<file path="src/rtl/ps2_link_pkg.sv">
// PS/2 link scheduler shared types and default timing.
// Timing defaults assume a 50 MHz system clock.
package ps2_link_pkg;

    typedef logic [7:0] byte_t;

    typedef enum logic [2:0] {
        IDLE,
        RX_ACTIVE,
        INHIBIT,
        RTS,
        TX_WAIT
    } state_t;

    localparam int INHIBIT_CYC_DEF = 5000;
    localparam int RTS_CYC_DEF     = 10;
    localparam int TIMEOUT_CYC_DEF = 100000;
    localparam int CNT_W_DEF       = 17;

endpackage

</file>
<file path="src/rtl/ps2_rx_holdreg.sv">
// Holding register for received PS/2 bytes.
// Tracks unread data and sticky overrun.
module ps2_rx_holdreg
    import ps2_link_pkg::*;
(
    input  logic  clk,
    input  logic  rst,
    input  logic  rx_done,
    input  byte_t rx_data,
    input  logic  rx_ack,
    output byte_t rx_byte,
    output logic  rx_valid,
    output logic  overrun
);

    byte_t r_byte;
    logic  r_valid;
    logic  r_ovr;

    always_ff @(posedge clk) begin
        if (rst) begin
            r_byte  <= '0;
            r_valid <= 1'b0;
            r_ovr   <= 1'b0;
        end else if (rx_done) begin
            // A same-cycle read consumes the old byte, so nothing is lost.
            r_byte  <= rx_data;
            r_valid <= 1'b1;
            r_ovr   <= rx_ack ? 1'b0 : (r_ovr | r_valid);
        end else if (rx_ack) begin
            r_valid <= 1'b0;
            r_ovr   <= 1'b0;
        end
    end

    assign rx_byte  = r_byte;
    assign rx_valid = r_valid;
    assign overrun  = r_ovr;

endmodule

</file>
<file path="src/rtl/ps2_link_sched.sv">
// PS/2 line owner: sequences receive frames, host RTS and
// transmit, with a watchdog that abandons stalled frames.
module ps2_link_sched
    import ps2_link_pkg::*;
#(
    parameter int INHIBIT_CYC = INHIBIT_CYC_DEF,
    parameter int RTS_CYC     = RTS_CYC_DEF,
    parameter int TIMEOUT_CYC = TIMEOUT_CYC_DEF,
    parameter int CNT_W       = CNT_W_DEF
) (
    input  logic  clk,
    input  logic  rst,
    input  logic  fall_edge,
    input  logic  rx_done,
    input  byte_t rx_data,
    input  logic  tx_req,
    input  byte_t tx_data,
    input  logic  tx_done,
    output logic  tx_ack,
    output logic  tx_start,
    output byte_t tx_byte,
    output logic  tx_idle,
    output logic  ps2_c_oe,
    output logic  ps2_d_oe,
    output logic  resetCbits,
    output byte_t rx_byte,
    output logic  rx_valid,
    input  logic  rx_ack,
    output logic  overrun,
    output logic  frame_err
);

    localparam logic [CNT_W-1:0] LP_INH_END = CNT_W'(INHIBIT_CYC - 1);
    localparam logic [CNT_W-1:0] LP_RTS_END = CNT_W'(RTS_CYC - 1);
    localparam logic [CNT_W-1:0] LP_TMO_END = CNT_W'(TIMEOUT_CYC - 1);

    state_t           r_state;
    state_t           w_next;
    logic [CNT_W-1:0] r_timer;
    byte_t            r_tx_byte;
    logic             r_tx_start;
    logic             w_clr;
    logic             w_ack;
    logic             w_ferr;
    logic             w_rx_tmo;
    logic             w_start_nx;

    always_comb begin
        w_next     = r_state;
        w_clr      = 1'b0;
        w_ack      = 1'b0;
        w_ferr     = 1'b0;
        w_rx_tmo   = 1'b0;
        w_start_nx = 1'b0;
        unique case (r_state)
            IDLE: begin
                // A frame starting on the wire beats a pending send.
                if (fall_edge) begin
                    w_next = RX_ACTIVE;
                    w_clr  = 1'b1;
                end else if (tx_req) begin
                    w_ack  = 1'b1;
                    w_next = INHIBIT;
                    w_clr  = 1'b1;
                end
            end
            RX_ACTIVE: begin
                if (rx_done) begin
                    w_next = IDLE;
                end else if (fall_edge) begin
                    w_clr = 1'b1;
                end else if (r_timer == LP_TMO_END) begin
                    w_rx_tmo = 1'b1;
                    w_ferr   = 1'b1;
                    w_next   = IDLE;
                end
            end
            INHIBIT: begin
                if (r_timer == LP_INH_END) begin
                    w_next = RTS;
                    w_clr  = 1'b1;
                end
            end
            RTS: begin
                if (r_timer == LP_RTS_END) begin
                    w_next     = TX_WAIT;
                    w_clr      = 1'b1;
                    w_start_nx = 1'b1;
                end
            end
            TX_WAIT: begin
                if (tx_done) begin
                    w_next = IDLE;
                end else if (r_timer == LP_TMO_END) begin
                    w_ferr = 1'b1;
                    w_next = IDLE;
                end
            end
            default: w_next = IDLE;
        endcase
    end

    always_ff @(posedge clk) begin
        if (rst) begin
            r_state    <= IDLE;
            r_timer    <= '0;
            r_tx_byte  <= '0;
            r_tx_start <= 1'b0;
        end else begin
            r_state    <= w_next;
            r_tx_start <= w_start_nx;
            if (w_ack) r_tx_byte <= tx_data;
            if (w_clr) r_timer <= '0;
            else if (r_timer != '1) r_timer <= r_timer + 1'b1;
        end
    end

    assign tx_ack     = w_ack & ~rst;
    assign frame_err  = w_ferr & ~rst;
    assign resetCbits = r_tx_start | (w_rx_tmo & ~rst);
    assign tx_start   = r_tx_start;
    assign tx_byte    = r_tx_byte;
    assign tx_idle    = (r_state == IDLE) || (r_state == RX_ACTIVE);
    assign ps2_c_oe   = (r_state == INHIBIT) || (r_state == RTS);
    assign ps2_d_oe   = (r_state == RTS);

    ps2_rx_holdreg u_hold (
        .clk      (clk),
        .rst      (rst),
        .rx_done  (rx_done),
        .rx_data  (rx_data),
        .rx_ack   (rx_ack),
        .rx_byte  (rx_byte),
        .rx_valid (rx_valid),
        .overrun  (overrun)
    );

endmodule

</file>
<file path="config.mk">
export PLATFORM = sky130hd
export DESIGN_NAME = ps2_link_sched
export DESIGN_NICKNAME = d
export VERILOG_FILES = /design/src/rtl/ps2_link_pkg.sv /design/src/rtl/ps2_rx_holdreg.sv /design/src/rtl/ps2_link_sched.sv
export SDC_FILE = /design/constraint.sdc
export NUM_CORES = 1
export LEC_CHECK = 0
export CORE_ASPECT_RATIO = 0.5
export CORE_MARGIN = 2
export CORE_UTILIZATION = 45
export CTS_CLUSTER_DIAMETER = 60
export CTS_CLUSTER_SIZE = 28
export DETAILED_ROUTE_END_ITERATION = 8
export PLACE_DENSITY_LB_ADDON = 0.05
export SETUP_SLACK_MARGIN = 0.05
export SYNTH_ARGS = -nofsm -noshare
export SYNTH_HDL_FRONTEND = slang
export SYNTH_SLANG_ARGS = --single-unit
</file>
<file path="constraint.sdc">
create_clock -name clk -period 6 [get_ports clk]
set_clock_uncertainty 0.1 [all_clocks]
set_input_delay 0.9 -clock clk [delete_from_list [all_inputs] [get_ports clk]]
set_output_delay 0.9 -clock clk [all_outputs]
set_load 0.03 [all_outputs]
</file>
; Word-level counts from Yosys, hierarchy flattened
; Cells that the tools add are included.
[word_totals]
reg_bits = 39
input_bits = 23
out_inout_bits = 25
elab_cells = 62
[op_classes]
add_sub_neg = 1
n_eq_ne = 12
mux = 28
n_bitwise = 7
n_reduce_logical = 7
[ops]
columns = op, n
row1 = $mux 3, 8
row2 = $add 17x1->17 const B, 1
row3 = $eq 17x13->1 const B, 1
row4 = $eq 17x17->1 const B, 1
row5 = $eq 17x4->1 const B, 1
row6 = $mux 1, 17
row7 = $ne 17x17->1 const B, 1
row8 = $pmux 3 s5, 1
row9 = $eq 3x2->1 const B, 2
row10 = $ne 3x3->1 const B, 2
row11 = $pmux 1 s4, 1
row12 = $reduce_and 4->1, 1
row13 = $reduce_or 2->1, 2
row14 = $and 1x1->1, 3
row15 = $eq 3x1->1 const B, 1
row16 = $eq 3x3->1 const B, 1
row17 = $logic_not 3->1, 1
row18 = $logic_or 1x1->1, 2
row19 = $ne 2x1->1 const B, 1
row20 = $ne 2x2->1 const B, 1
row21 = $not 1->1, 2
row22 = $or 1x1->1, 2
row23 = $pmux 1 s2, 1
row24 = $reduce_bool 2->1, 1

; Depth between registers and ports, before layout
[logic_depth]
word_depth = 7
mapped_depth = 11
mapped_depth_nobuf = 9

; Hierarchy
; From an unflattened synthesis, not the netlist that was laid out.
[hier_totals]
cells_unflattened = 206
area_unflattened_um2 = 1861.8
[by_module_without_submodules]
columns = module, instances, cells_each, area_each_um2, seq_area_each_um2
row1 = ps2_link_sched, 1, 173, 1510.2, 580.6
row2 = ps2_rx_holdreg, 1, 33, 351.6, 200.2

; Least setup slack after synthesis
; No wires, ideal clock.
[synth_timing]
path_kind = register to output
from = reg r_timer[13]
to = out frame_err
t_arrival_ps = 2324
t_required_ps = 5000
path_slack_ps = 2676
path_stages_with_launch = 5
n_path_buf = 0
cell_sequence = dfxtp_1 -> or3_1 -> or3_1 -> or4_1 -> nor3_1
[synth_between]
elab_chain_len = 6
word_cells_on_any_way = 7
cone_classes = eq/ne (1) / mux (5) / bitwise (1)
[synth_rtl]
columns = item, line_no
row1 = start: declaration, ps2_link_sched.sv:39  ; logic [CNT_W-1:0] r_timer;
row2 = start signal: assignment, ps2_link_sched.sv:114  ; else if (r_timer != '1) r_timer <= r_timer + 1'b1;
row3 = $eq 17x17->1 *, "ps2_link_sched.sv:72, ps2_link_sched.sv:94"
row4 = $mux 1 *, "ps2_link_sched.sv:72, ps2_link_sched.sv:94"
row5 = $mux 1, ps2_link_sched.sv:70  ; end else if (fall_edge) begin
row6 = $mux 1, ps2_link_sched.sv:68  ; if (rx_done) begin
row7 = $pmux 1 s2 *, ps2_link_sched.sv:55  ; unique case (r_state)
row8 = $and 1x1->1 *, ps2_link_sched.sv:119  ; assign frame_err = w_ferr & ~rst;
row9 = end: declaration, ps2_link_sched.sv:30  ; output logic frame_err
; Mark *: on every way between the ends. The rest lies on a longest branch, timed or not.

; Final worst setup path
[layout_timing]
from = in rx_done
to = out frame_err
[layout_between]
elab_chain_len = 3
[layout_rtl]
columns = item, line_no
row1 = start: declaration, ps2_link_sched.sv:14  ; input logic rx_done,
row2 = $mux 1, ps2_link_sched.sv:68
row3 = $pmux 1 s2, ps2_link_sched.sv:55
row4 = $and 1x1->1, ps2_link_sched.sv:119
; No other way between the ends.

==> reports/qor.csv <==
stage;metric;value;unit
status;status;finished, final reports clean;
sta;fin crit period;4122;ps
sta;f_max;242.6;MHz
synthesis;post-synthesis sequential area ratio;0.4242;
clocking;Root Buffer;clkbuf_8;
floorplanning;Die Wd;94.45;microns
detailed_routing;# DRC;0;
clocking;post-CTS setup buffer count;0;
sta;Setup TNS;0;ps
global_route;gr ovfl total;0;
worst_setup_path;R2R depth;9;
cells_and_area;multi-input combinational cell area;953.4;sq um
placement;gpl congestion;0.8824;
clocking;CTS max path bufs;2;
worst_setup_path;RR Startpoint;r_timer[9];
sta;worst-margin pin slew;710.9;ps
min_path;hold endpoint;tx_byte[0];
global_route;vias in the first global route;1486;
worst_setup_path;Critical R2R Capture;r_timer[13];
synthesis;top cells by area, synth;dfxtp_1, nor2_1, mux2i_1;
cells_and_area;final net count;277;
detailed_routing;Pre-antenna DRT Iters;4;
synthesis;post-synthesis async set-or-reset flop share;0;
cells_and_area;ant diodes;0;
detailed_routing;WL/cell;12.90;microns
floorplanning;Die Span Y;49.22;microns
worst_setup_path;CP arrival;3120;ps
detailed_routing;DR top layer;met4;
worst_setup_path;R2R Setup Slk;3480;ps
cells_and_area;# fillers;350;
detailed_routing;overall routed net length;3.947;mm
power;Overall Power;0.6151;mW
power;Leak;0.9548;nW
clocking;Reg clk slew, reported paths;70;ps
sta;Setup-failing EPs final;0;
synthesis;Syn Inst Count;208;
sta;RSZ-0062 raised after global routing;false;
placement;Buffers on Ports;47;
sta;Slew Viols, Final;0;
floorplanning;I/O Pins;48;
cells_and_area;commonest non-fill, non-tap cell in the layout;clkdlybuf4s50_1;
detailed_routing;Vias;1561;
sta;hold_ws;395.5;ps
power;PD cells;256.1;nW/um^2
detailed_routing;routed wl met2;1.648;mm
floorplanning;Row Count;16;
clocking;# clock sinks;39;
synthesis;mean post-synth cell area;8.849;sq um
synthesis;Yosys reg bits;39;
sta;Max-slew headroom;0.5217;
detailed_routing;Vias/cell;5.101;
cells_and_area;Layout area overhead;30.52;%
worst_setup_path;endpoint class of the critical path;primary output;
global_route;initial antenna violation count;0;
synthesis;Post-synth EDFFs;0;
synthesis;synthesized area;1841;sq um
synthesis;ys flop type;dfxtp_1;
detailed_routing;M1 WL;1.969;mm
synthesis;area leader, netlist;dfxtp_1;
sta;final period utilization;0.6870;
sta;Fin. Hold Viols;0;
detailed_routing;initial DRC count;33;
job;maximum capacitance violations;0;
clocking;CTS tree;done;
detailed_routing;post-route ant nets;0;
worst_setup_path;CP startpoint kind;input port;
synthesis;post-synth top area share;0.4242;
min_path;worst hold start;tx_byte[0];
synthesis;Syn Nets;234;
synthesis;Yosys cell types;37;
worst_setup_path;Req. time, crit path;5000;ps
cells_and_area;share of cells above drive strength 1;0.05556;
floorplanning;Initial Util;0.4715;
cells_and_area;most frequent cells in the layout;clkdlybuf4s50_1, nor2_1, dfxtp_1;
min_path;worst hold path cell count;2;
clocking;hold_buf cts;0;
min_path;Hold Path Class;reg -> reg;
clocking;H-tree depth reported by CTS;2;
clocking;Resized cells post-CTS;0;
cells_and_area;Seq. cell area;780.7;sq um
synthesis;synthesis warning total;0;
worst_setup_path;Crit Path Category;in -> out;
global_route;total global-route track usage;0.1801;
global_route;first-pass GRT wire length;6.596;mm
placement;Detail Placement HPWL;2.909;mm
global_route;largest net degree at the start of global routing;27;
floorplanning;DIE AREA;4649;sq um
detailed_routing;met3 WL;282;microns
floorplanning;CORE AREA;3904;sq um
power;Max IR drop VDD;0.1542;mV
worst_setup_path;crit-path max FO;13;
clocking;Clock Latency Late Sink;290;ps
clocking;CTS buffer count;5;
==> through the flow <==
step | setup WS (ps) | std cells | area (sq um) | util
floorplan | 2676 | 208 | 1841 | -
global placement | 1841 | 298 | 2302 | 0.5897
detailed placement | 1836 | 298 | 2302 | 0.5897
CTS | 1846 | 306 | 2402 | 0.6154
global route | 1740 | 306 | 2402 | 0.6154
finish | 1878 | 306 | 2402 | 0.6154
==> critical path: stages <==
cell and delay [ps]:
clkdlybuf4s50_1 710, nor4_1 530, a21oi_1 130, nor3_1 150, clkdlybuf4s50_1 690
==> flip-flops by register name, indices dropped and copies added, names as in the netlist <==
register         flops
r_state              3
r_timer             17
tx_byte              8
tx_start             1
u_hold.overrun       1
u_hold.rx_byte       8
u_hold.rx_valid      1
==> cell type report <==
| type | count | share of cell area |
|---|---|---|
| Sequential cell | 39 | 0.3250 |
| Timing Repair Buffer | 48 | 0.1990 |
| Clock buffer | 8 | 0.04167 |
| Inverter | 6 | 0.009375 |
| Multi-Input combinational cell | 151 | 0.3969 |
| Tap cell | 54 | 0.02813 |
==> cells in the mapped netlist (all sizes together), types with 2 or more instances <==
library cell  instances
a21oi                 8
nand4                 5
ha                    3
and3                  3
xnor2                 5
clkbuf                5
nand4b                2
or4                   3
nand3                 6
nor2b                 3
mux2i                17
buf                   7
or2                   2
inv                   6
nor3                  9
o21ai                 3
xor2                 10
or3                   3
nor4                  2
nor4b                 4
dfxtp                39
and3b                 2
nor2                 47
nand2                 7
==> cell families (layout without fill, tap and decap cells) <==
logic type,after synthesis,after routing,synth area share
AOI/OAI and AO/OA,16,16,0.05235
muxes,17,17,0.09245
adders and majority gates,3,3,0.02040
and+or+nand+nor,100,100,0.2815
DFF,39,39,0.4242
xor gates and xnor gates,15,15,0.07138
buffers and inverters,18,62,0.05778
==> metal layers <==
metal | GRT usage | vias up
li1 | - | 795
met1 | 0.2300 | 716
met2 | 0.2940 | 42
met3 | 0.05719 | 8
met4 | 0.05072 | 0
met5 | 0 | -
==> power breakdown <==
| part | leakage [nW] | switching [mW] | internal [mW] |
|---|---|---|---|
| combinational | 0.586 | 0.0744 | 0.0610 |
| clock | 0.0515 | 0.0867 | 0.105 |
| sequential | 0.318 | 0.0148 | 0.273 |
==> worst max path at each step <==
stage                            from         to  slack (ps)  cells after the start
after floorplan           r_timer[13]  frame_err        2680                      4
after global placement        rx_done  frame_err        1840                      5
after detailed placement      rx_done  frame_err        1840                      5
after CTS                     rx_done  frame_err        1850                      5
after global routing          rx_done  frame_err        1740                      5
final                         rx_done  frame_err        1880                      5
(Power assumes the default switching activity.)
